<file path="src/rtl/alu_arb_pkg.sv">
// alu_arb_pkg: shared state encoding, ALU function codes and width helper for alu_arbiter.
// Rev 1.0
`default_nettype none

package alu_arb_pkg;

  typedef enum logic [1:0] {
    IDLE = 2'd0,
    EXEC = 2'd1,
    RESP = 2'd2
  } state_t;

  localparam logic [2:0] F_AND = 3'b000;
  localparam logic [2:0] F_OR  = 3'b001;
  localparam logic [2:0] F_ADD = 3'b010;
  localparam logic [2:0] F_SUB = 3'b110;
  localparam logic [2:0] F_SLT = 3'b111;

  function automatic int ptr_width(input int nreq);
    return (nreq > 1) ? $clog2(nreq) : 1;
  endfunction

endpackage

`default_nettype wire

</file>
<file path="src/rtl/alu_arbiter_if.sv">
// alu_arbiter_if: requester handshakes and shared-ALU connection of alu_arbiter.
// Rev 1.0
`default_nettype none

interface alu_arbiter_if #(
  parameter int WIDTH = 32,
  parameter int NREQ  = 2
);
  logic [NREQ-1:0]       req_valid;
  logic [NREQ-1:0]       req_ready;
  logic [NREQ*WIDTH-1:0] req_a;
  logic [NREQ*WIDTH-1:0] req_b;
  logic [NREQ*3-1:0]     req_f;
  logic [NREQ-1:0]       resp_valid;
  logic [NREQ-1:0]       resp_ready;
  logic [WIDTH-1:0]      resp_y;
  logic                  resp_c;
  logic [WIDTH-1:0]      alu_a;
  logic [WIDTH-1:0]      alu_b;
  logic [2:0]            alu_f;
  logic [WIDTH-1:0]      alu_y;
  logic                  alu_c;

  modport slave (
    input  req_valid, req_a, req_b, req_f, resp_ready, alu_y, alu_c,
    output req_ready, resp_valid, resp_y, resp_c, alu_a, alu_b, alu_f
  );

  modport master (
    output req_valid, req_a, req_b, req_f, resp_ready, alu_y, alu_c,
    input  req_ready, resp_valid, resp_y, resp_c, alu_a, alu_b, alu_f
  );
endinterface

`default_nettype wire

</file>
<file path="src/rtl/alu_arbiter_rr_picker.sv">
// rr_picker: combinational round-robin selector, first request at or after ptr (mod NREQ).
// Rev 1.0
`default_nettype none

module rr_picker #(
  parameter int NREQ  = 2,
  parameter int PTR_W = 1
) (
  input  logic [NREQ-1:0]  req_i,
  input  logic [PTR_W-1:0] ptr_i,
  output logic [PTR_W-1:0] gnt_o,
  output logic             any_o
);

  logic [PTR_W:0]   sum;
  logic [PTR_W-1:0] idx;

  // Scan farthest-first so the candidate closest to ptr is the last (winning) assignment.
  always_comb begin
    gnt_o = '0;
    any_o = 1'b0;
    sum   = '0;
    idx   = '0;
    for (int k = NREQ - 1; k >= 0; k--) begin
      sum = {1'b0, ptr_i} + (PTR_W+1)'(k);
      if (sum >= (PTR_W+1)'(NREQ)) begin
        sum = sum - (PTR_W+1)'(NREQ);
      end
      idx = sum[PTR_W-1:0];
      if (req_i[idx]) begin
        gnt_o = idx;
        any_o = 1'b1;
      end
    end
  end

endmodule

`default_nettype wire

</file>
<file path="src/rtl/alu_arbiter.sv">
// alu_arbiter: round-robin sharing of one combinational ALU, one transaction in flight.
// Rev 1.0 -- optional per-requester grant counters under ALU_ARB_PERF_CNT_EN.
`default_nettype none

module alu_arbiter
  import alu_arb_pkg::*;
#(
  parameter int WIDTH = 32,
  parameter int NREQ  = 2
) (
  input  logic               clk,
  input  logic               reset,
  alu_arbiter_if.slave       bus
`ifdef ALU_ARB_PERF_CNT_EN
  ,
  output logic [NREQ*16-1:0] grant_cnt
`endif
);

  localparam int PTR_W = ptr_width(NREQ);

  state_t             state_q, state_d;
  logic [PTR_W-1:0]   ptr_q, ptr_d;
  logic [PTR_W-1:0]   gnt_q, gnt_d;
  logic [WIDTH-1:0]   a_q, a_d;
  logic [WIDTH-1:0]   b_q, b_d;
  logic [2:0]         f_q, f_d;
  logic [WIDTH-1:0]   y_q, y_d;
  logic               c_q, c_d;
  logic [PTR_W-1:0]   pick_gnt;
  logic               pick_any;
  logic               accept;

  rr_picker #(
    .NREQ  (NREQ),
    .PTR_W (PTR_W)
  ) u_picker (
    .req_i (bus.req_valid),
    .ptr_i (ptr_q),
    .gnt_o (pick_gnt),
    .any_o (pick_any)
  );

  assign accept     = (state_q == IDLE) && pick_any;
  assign bus.alu_a  = a_q;
  assign bus.alu_b  = b_q;
  assign bus.alu_f  = f_q;
  assign bus.resp_y = y_q;
  assign bus.resp_c = c_q;

  always_comb begin
    state_d        = state_q;
    ptr_d          = ptr_q;
    gnt_d          = gnt_q;
    a_d            = a_q;
    b_d            = b_q;
    f_d            = f_q;
    y_d            = y_q;
    c_d            = c_q;
    bus.req_ready  = '0;
    bus.resp_valid = '0;
    case (state_q)
      IDLE: begin
        if (pick_any) begin
          bus.req_ready[pick_gnt] = 1'b1;
          gnt_d   = pick_gnt;
          a_d     = bus.req_a[int'(pick_gnt)*WIDTH +: WIDTH];
          b_d     = bus.req_b[int'(pick_gnt)*WIDTH +: WIDTH];
          f_d     = bus.req_f[int'(pick_gnt)*3 +: 3];
          state_d = EXEC;
        end
      end
      EXEC: begin
        y_d     = bus.alu_y;
        c_d     = bus.alu_c;
        state_d = RESP;
      end
      RESP: begin
        bus.resp_valid[gnt_q] = 1'b1;
        if (bus.resp_ready[gnt_q]) begin
          state_d = IDLE;
          ptr_d   = (int'(gnt_q) == NREQ - 1) ? '0 : gnt_q + PTR_W'(1);
        end
      end
      default: state_d = IDLE;
    endcase
  end

  always_ff @(posedge clk or posedge reset) begin
    if (reset) begin
      state_q <= IDLE;
      ptr_q   <= '0;
      gnt_q   <= '0;
      a_q     <= '0;
      b_q     <= '0;
      f_q     <= '0;
      y_q     <= '0;
      c_q     <= 1'b0;
    end else begin
      state_q <= state_d;
      ptr_q   <= ptr_d;
      gnt_q   <= gnt_d;
      a_q     <= a_d;
      b_q     <= b_d;
      f_q     <= f_d;
      y_q     <= y_d;
      c_q     <= c_d;
    end
  end

`ifdef ALU_ARB_PERF_CNT_EN
  for (genvar i = 0; i < NREQ; i++) begin : g_perf_cnt
    logic [15:0] cnt_q;
    always_ff @(posedge clk or posedge reset) begin
      if (reset) begin
        cnt_q <= '0;
      end else if (accept && (pick_gnt == PTR_W'(i))) begin
        cnt_q <= cnt_q + 16'd1;
      end
    end
    assign grant_cnt[i*16 +: 16] = cnt_q;
  end
`else
  logic unused_accept;
  assign unused_accept = accept;
`endif

endmodule

`default_nettype wire
</file>
<file path="src/flat_wrapper.sv">
// flat-port wrapper written by rule: the top's interface ports become plain ports
module alu_arbiter_flat import alu_arb_pkg::*;
#(
  parameter int WIDTH = 32,
  parameter int NREQ  = 2
)
  (clk, reset, bus_req_valid, bus_req_a, bus_req_b, bus_req_f, bus_resp_ready, bus_alu_y, bus_alu_c, bus_req_ready, bus_resp_valid, bus_resp_y, bus_resp_c, bus_alu_a, bus_alu_b, bus_alu_f);
  alu_arbiter_if #(.WIDTH(WIDTH), .NREQ(NREQ)) bus_i ();
  input  logic clk;
  input  logic reset;
  input wire logic [$bits(bus_i.req_valid)-1:0] bus_req_valid;
  input wire logic [$bits(bus_i.req_a)-1:0] bus_req_a;
  input wire logic [$bits(bus_i.req_b)-1:0] bus_req_b;
  input wire logic [$bits(bus_i.req_f)-1:0] bus_req_f;
  input wire logic [$bits(bus_i.resp_ready)-1:0] bus_resp_ready;
  input wire logic [$bits(bus_i.alu_y)-1:0] bus_alu_y;
  input wire logic [$bits(bus_i.alu_c)-1:0] bus_alu_c;
  output wire logic [$bits(bus_i.req_ready)-1:0] bus_req_ready;
  output wire logic [$bits(bus_i.resp_valid)-1:0] bus_resp_valid;
  output wire logic [$bits(bus_i.resp_y)-1:0] bus_resp_y;
  output wire logic [$bits(bus_i.resp_c)-1:0] bus_resp_c;
  output wire logic [$bits(bus_i.alu_a)-1:0] bus_alu_a;
  output wire logic [$bits(bus_i.alu_b)-1:0] bus_alu_b;
  output wire logic [$bits(bus_i.alu_f)-1:0] bus_alu_f;
  assign bus_i.req_valid = bus_req_valid;
  assign bus_i.req_a = bus_req_a;
  assign bus_i.req_b = bus_req_b;
  assign bus_i.req_f = bus_req_f;
  assign bus_i.resp_ready = bus_resp_ready;
  assign bus_i.alu_y = bus_alu_y;
  assign bus_i.alu_c = bus_alu_c;
  assign bus_req_ready = bus_i.req_ready;
  assign bus_resp_valid = bus_i.resp_valid;
  assign bus_resp_y = bus_i.resp_y;
  assign bus_resp_c = bus_i.resp_c;
  assign bus_alu_a = bus_i.alu_a;
  assign bus_alu_b = bus_i.alu_b;
  assign bus_alu_f = bus_i.alu_f;
  alu_arbiter #(.WIDTH(WIDTH), .NREQ(NREQ)) u_core (.clk(clk), .reset(reset), .bus(bus_i));
endmodule
</file>
<file path="config.mk">
export PLATFORM = sky130hd
export DESIGN_NAME = alu_arbiter_flat
export DESIGN_NICKNAME = d
export VERILOG_FILES = /design/src/rtl/alu_arb_pkg.sv /design/src/rtl/alu_arbiter_if.sv /design/src/rtl/alu_arbiter_rr_picker.sv /design/src/rtl/alu_arbiter.sv /design/src/flat_wrapper.sv
export SDC_FILE = /design/constraint.sdc
export NUM_CORES = 1
export LEC_CHECK = 0
export ABC_CLOCK_PERIOD_IN_PS = 4400
export CORE_MARGIN = 2
export CORE_UTILIZATION = 37
export CTS_CLUSTER_SIZE = 8
export DETAILED_ROUTE_END_ITERATION = 7
export PLACE_DENSITY = 0.81
export SYNTH_ARGS = -nofsm -noshare
export SYNTH_HDL_FRONTEND = slang
export SYNTH_SLANG_ARGS = --single-unit
</file>
<file path="constraint.sdc">
create_clock -name clk -period 4.4 [get_ports clk]
set_clock_uncertainty 0.05 [all_clocks]
set_input_delay 0.66 -clock clk [delete_from_list [all_inputs] [get_ports clk]]
set_output_delay 0.66 -clock clk [all_outputs]
set_load 0.02 [all_outputs]
</file>
==> metrics.md <==
| Metric | Value |
|---|---|
| Clock sinks | `between 100 and 150` |
| Cell Area, Synth | `4460 um^2` |
| PortBufs | `276` |
| Vias in the first global route | `roughly 4200` |
| Final hold vios | `0` |
| Crit path DAT | `roughly 2.2 ns` |
| Post-DRT Antenna Nets | `0` |
| Number of setup buffers added after CTS | `0` |
| Worst VDD drop | `0.371 mV` |
| CTS Hold Bufs | `0` |
| Die Wd | `about 110 um` |
| Worst-path cell chain | `clkdlybuf4s50_1 > nor2b_1 > nand3b_1 > inv_2 > clkdlybuf4s50_1` |
| Initial core utilization | `37.6%` |
| Worst Path Required | `between 3 and 4 ns` |
| Most area-hungry cell type in the Yosys netlist | `dfrtp_1` |
| TritonCTS clock tree | `built` |
| Syn Area/Cell | `~14 um^2` |
| Wirelength per Cell | `19.4 um` |
| Power Density | `722 nW/um^2` |
| Leakage power | `between 3 and 4 nW` |
| CTS Root Buffer Type | `clkbuf_16` |
| CP peak stage delay | `0.61 ns` |
| Part of the cycle the worst path needs | `66.9%` |
| Worst Setup Start Kind | `primary input` |
| Crit path max fanout | `3` |
| Die area | `~13000 um^2` |
| Clock-pin slew on the worst setup and hold paths | `roughly 0.060 ns` |
| Design area | `7560 um^2` |
| Least-Margin Pin Slew | `0.975 ns` |
| Total CTS buffers | `9` |
| FP Rows | `40` |
| Layout area overhead | `69.6%` |
| Global Route Usage Sum | `21.9%` |
| Post-Syn Nets | `502` |
| Synth Register Bits | `104` |
| Nets | `763` |
| Grt ovf | `0` |
| Top Ports | `277` |
| First-pass GRT wire length | `22.2 mm` |
| R2R Setup Slk | `2.26 ns` |
| Post-DP Area | `~7300 um^2` |
| Synth warnings | `0` |
| Worst Setup End Kind | `primary output` |
| FMAX | `340 MHz` |
| Vias per inst | `5.41` |
| Share of layout cells above drive strength 1 | `10.3%` |
| Core footprint | `~12000 um^2` |
| Die height | `about 110 um` |
| Post-synthesis sequential area ratio | `58.4%` |
| Vias post-DR | `4014` |
| Max-slew headroom | `35.0%` |
| Crit-path slowest cell | `clkdlybuf4s50_1` |
| Fin util | `about 64%` |
| DR pass1 iterations | `4` |
| Top cell type's share of synthesized area | `58.4%` |
| Largest net degree at the start of global routing | `80` |
| H-tree depth | `3` |
| Setup-failing EPs final | `0` |
| Hold crit path type | `flip-flop to flip-flop` |
| Mapped Cells | `about 330` |
| DR DRC count | `0` |
| Detailed Route Iter0 Violations | `172` |
| Synth unique cells | `19` |
| CTS Buffer Depth | `2` |
| Slew Limit Fails | `0` |
| Worst skew pair latency | `around 0.34 ns` |
| Routability cong. | `0.766` |
| TNS Setup | `0 ns` |
| Post-CTS Resized | `0` |
| DPL Wire Length | `a little over 10 mm` |
| Status | `completed` |
| ANT cells | `0` |
| Top cells by area, synth | `dfrtp_1, a221o_1, o21a_1` |
| Drt total wl | `14.4 mm` |
| Maxcap violations | `0` |
| Crit-path most repeated cell | `clkdlybuf4s50_1` |
| Layout fillers | `slightly above 900` |
| Min Tclk post-route | `2.94 ns` |
| RSZ-0062 raised after global routing | `no` |
| Initial antenna violation count | `0` |
| Setup Crit Path Kind | `primary input to primary output` |
## area by class of cell
cell class	instances	area, um^2	area share, %
Sequential cell	104	2600	34.4
Timing Repair Buffer	284	2820	37.3
Inverter	4	17.5	0.232
Clock buffer	11	243	3.21
Multi-Input combinational cell	187	1660	21.9
Clock inverter	5	32.5	0.430
Tap cell	147	184	2.43
## logic make-up after synthesis
group | Yosys count | share of synthesized area, %
compound gates | 140 | 27.0
buf+inv | 38 | 4.63
simple gates | 14 | 1.60
flops | 104 | 58.4
mux | 33 | 8.34
## cells in the final DEF (no fill, tap or decap)
master / n
a21oi_1: 1
a221o_1: 67
a31oi_1: 1
and3_1: 1
and3_2: 1
buf_4: 8
clkbuf_1: 1
clkbuf_16: 9
clkbuf_8: 1
clkdlybuf4s50_1: 276
clkinv_2: 2
clkinvlp_4: 3
dfrtp_1: 104
inv_1: 2
inv_2: 1
inv_4: 1
mux2_2: 33
nand2_1: 2
nand2b_1: 2
nand3b_1: 1
nor2_1: 4
nor2_4: 1
nor2b_1: 1
o21a_1: 67
o21ai_0: 4
or2_2: 1
## per-stage QoR
stage,worst slack (ns),power [mW],instances,hold slack [ns]
after global routing,1.40,5.75,742,0.466
after CTS,1.45,5.52,742,0.458
final,1.46,5.46,742,0.452
after global placement,1.52,4.66,726,0.436
after floorplan,0.958,3.40,329,0.459
after detailed placement,1.48,4.74,726,0.442
## cell usage after synthesis
library cell	n
a21oi_1	1
a221o_1	67
a31oi_1	1
and3_1	2
buf_2	15
buf_6	6
clkbuf_1	13
dfrtp_1	104
inv_1	3
inv_2	1
mux2_2	33
nand2_1	2
nand2b_1	2
nand3b_1	1
nor2_1	5
nor2b_1	1
o21a_1	67
o21ai_0	4
or2_1	1
## worst paths after layout
| check | end | start | depth (start not counted) |
|---|---|---|---|
| worst max-delay path | bus_req_ready[1] | bus_req_valid[0] | 5 |
| worst min-delay path | u_core.bus.resp_y[9]$_DFFE_PP0N_ | u_core.bus.resp_y[9]$_DFFE_PP0N_ | 1 |
| worst max register to register | u_core.bus.alu_b[7]$_DFFE_PP0P_ | u_core.state_q[1]$_DFFE_PP0P_ | 4 |
| worst min register to register | u_core.bus.resp_y[9]$_DFFE_PP0N_ | u_core.bus.resp_y[9]$_DFFE_PP0N_ | 1 |
| max in group asynchronous | u_core.bus.alu_a[22]$_DFFE_PP0P_ | reset | 3 |
| min in group asynchronous | u_core.bus.resp_y[26]$_DFFE_PP0N_ | reset | 2 |
## power by group
part / internal (mW) / switching [mW]
sequential: 1.43 / 0.272
clock: 0.397 / 0.344
combinational: 1.58 / 1.43
total: 3.41 / 2.05
## critical path, delay by kind of cell
kind	cells	cell delay [ns]
buffers and inverters	3	1.19
AND/OR/NAND/NOR	2	0.38
## layer usage
metal / vias up / routed length, um / global-route usage, %
met4: 0 / 432 / 8.94
met1: 1979 / 5540 / 25.4
met3: 33 / 1170 / 5.74
met2: 201 / 7270 / 38.8
met5: - / 0 / 0
li1: 1801 / - / -
## sequential cells by signal, indices dropped and copies added (netlist names)
name	cells
u_core.bus.resp_c	1
u_core.ptr_q	1
u_core.bus.alu_b	32
u_core.gnt_q	1
u_core.state_q	2
u_core.bus.alu_a	32
u_core.bus.resp_y	32
u_core.bus.alu_f	3
Power figures use the tool's default switching activity.
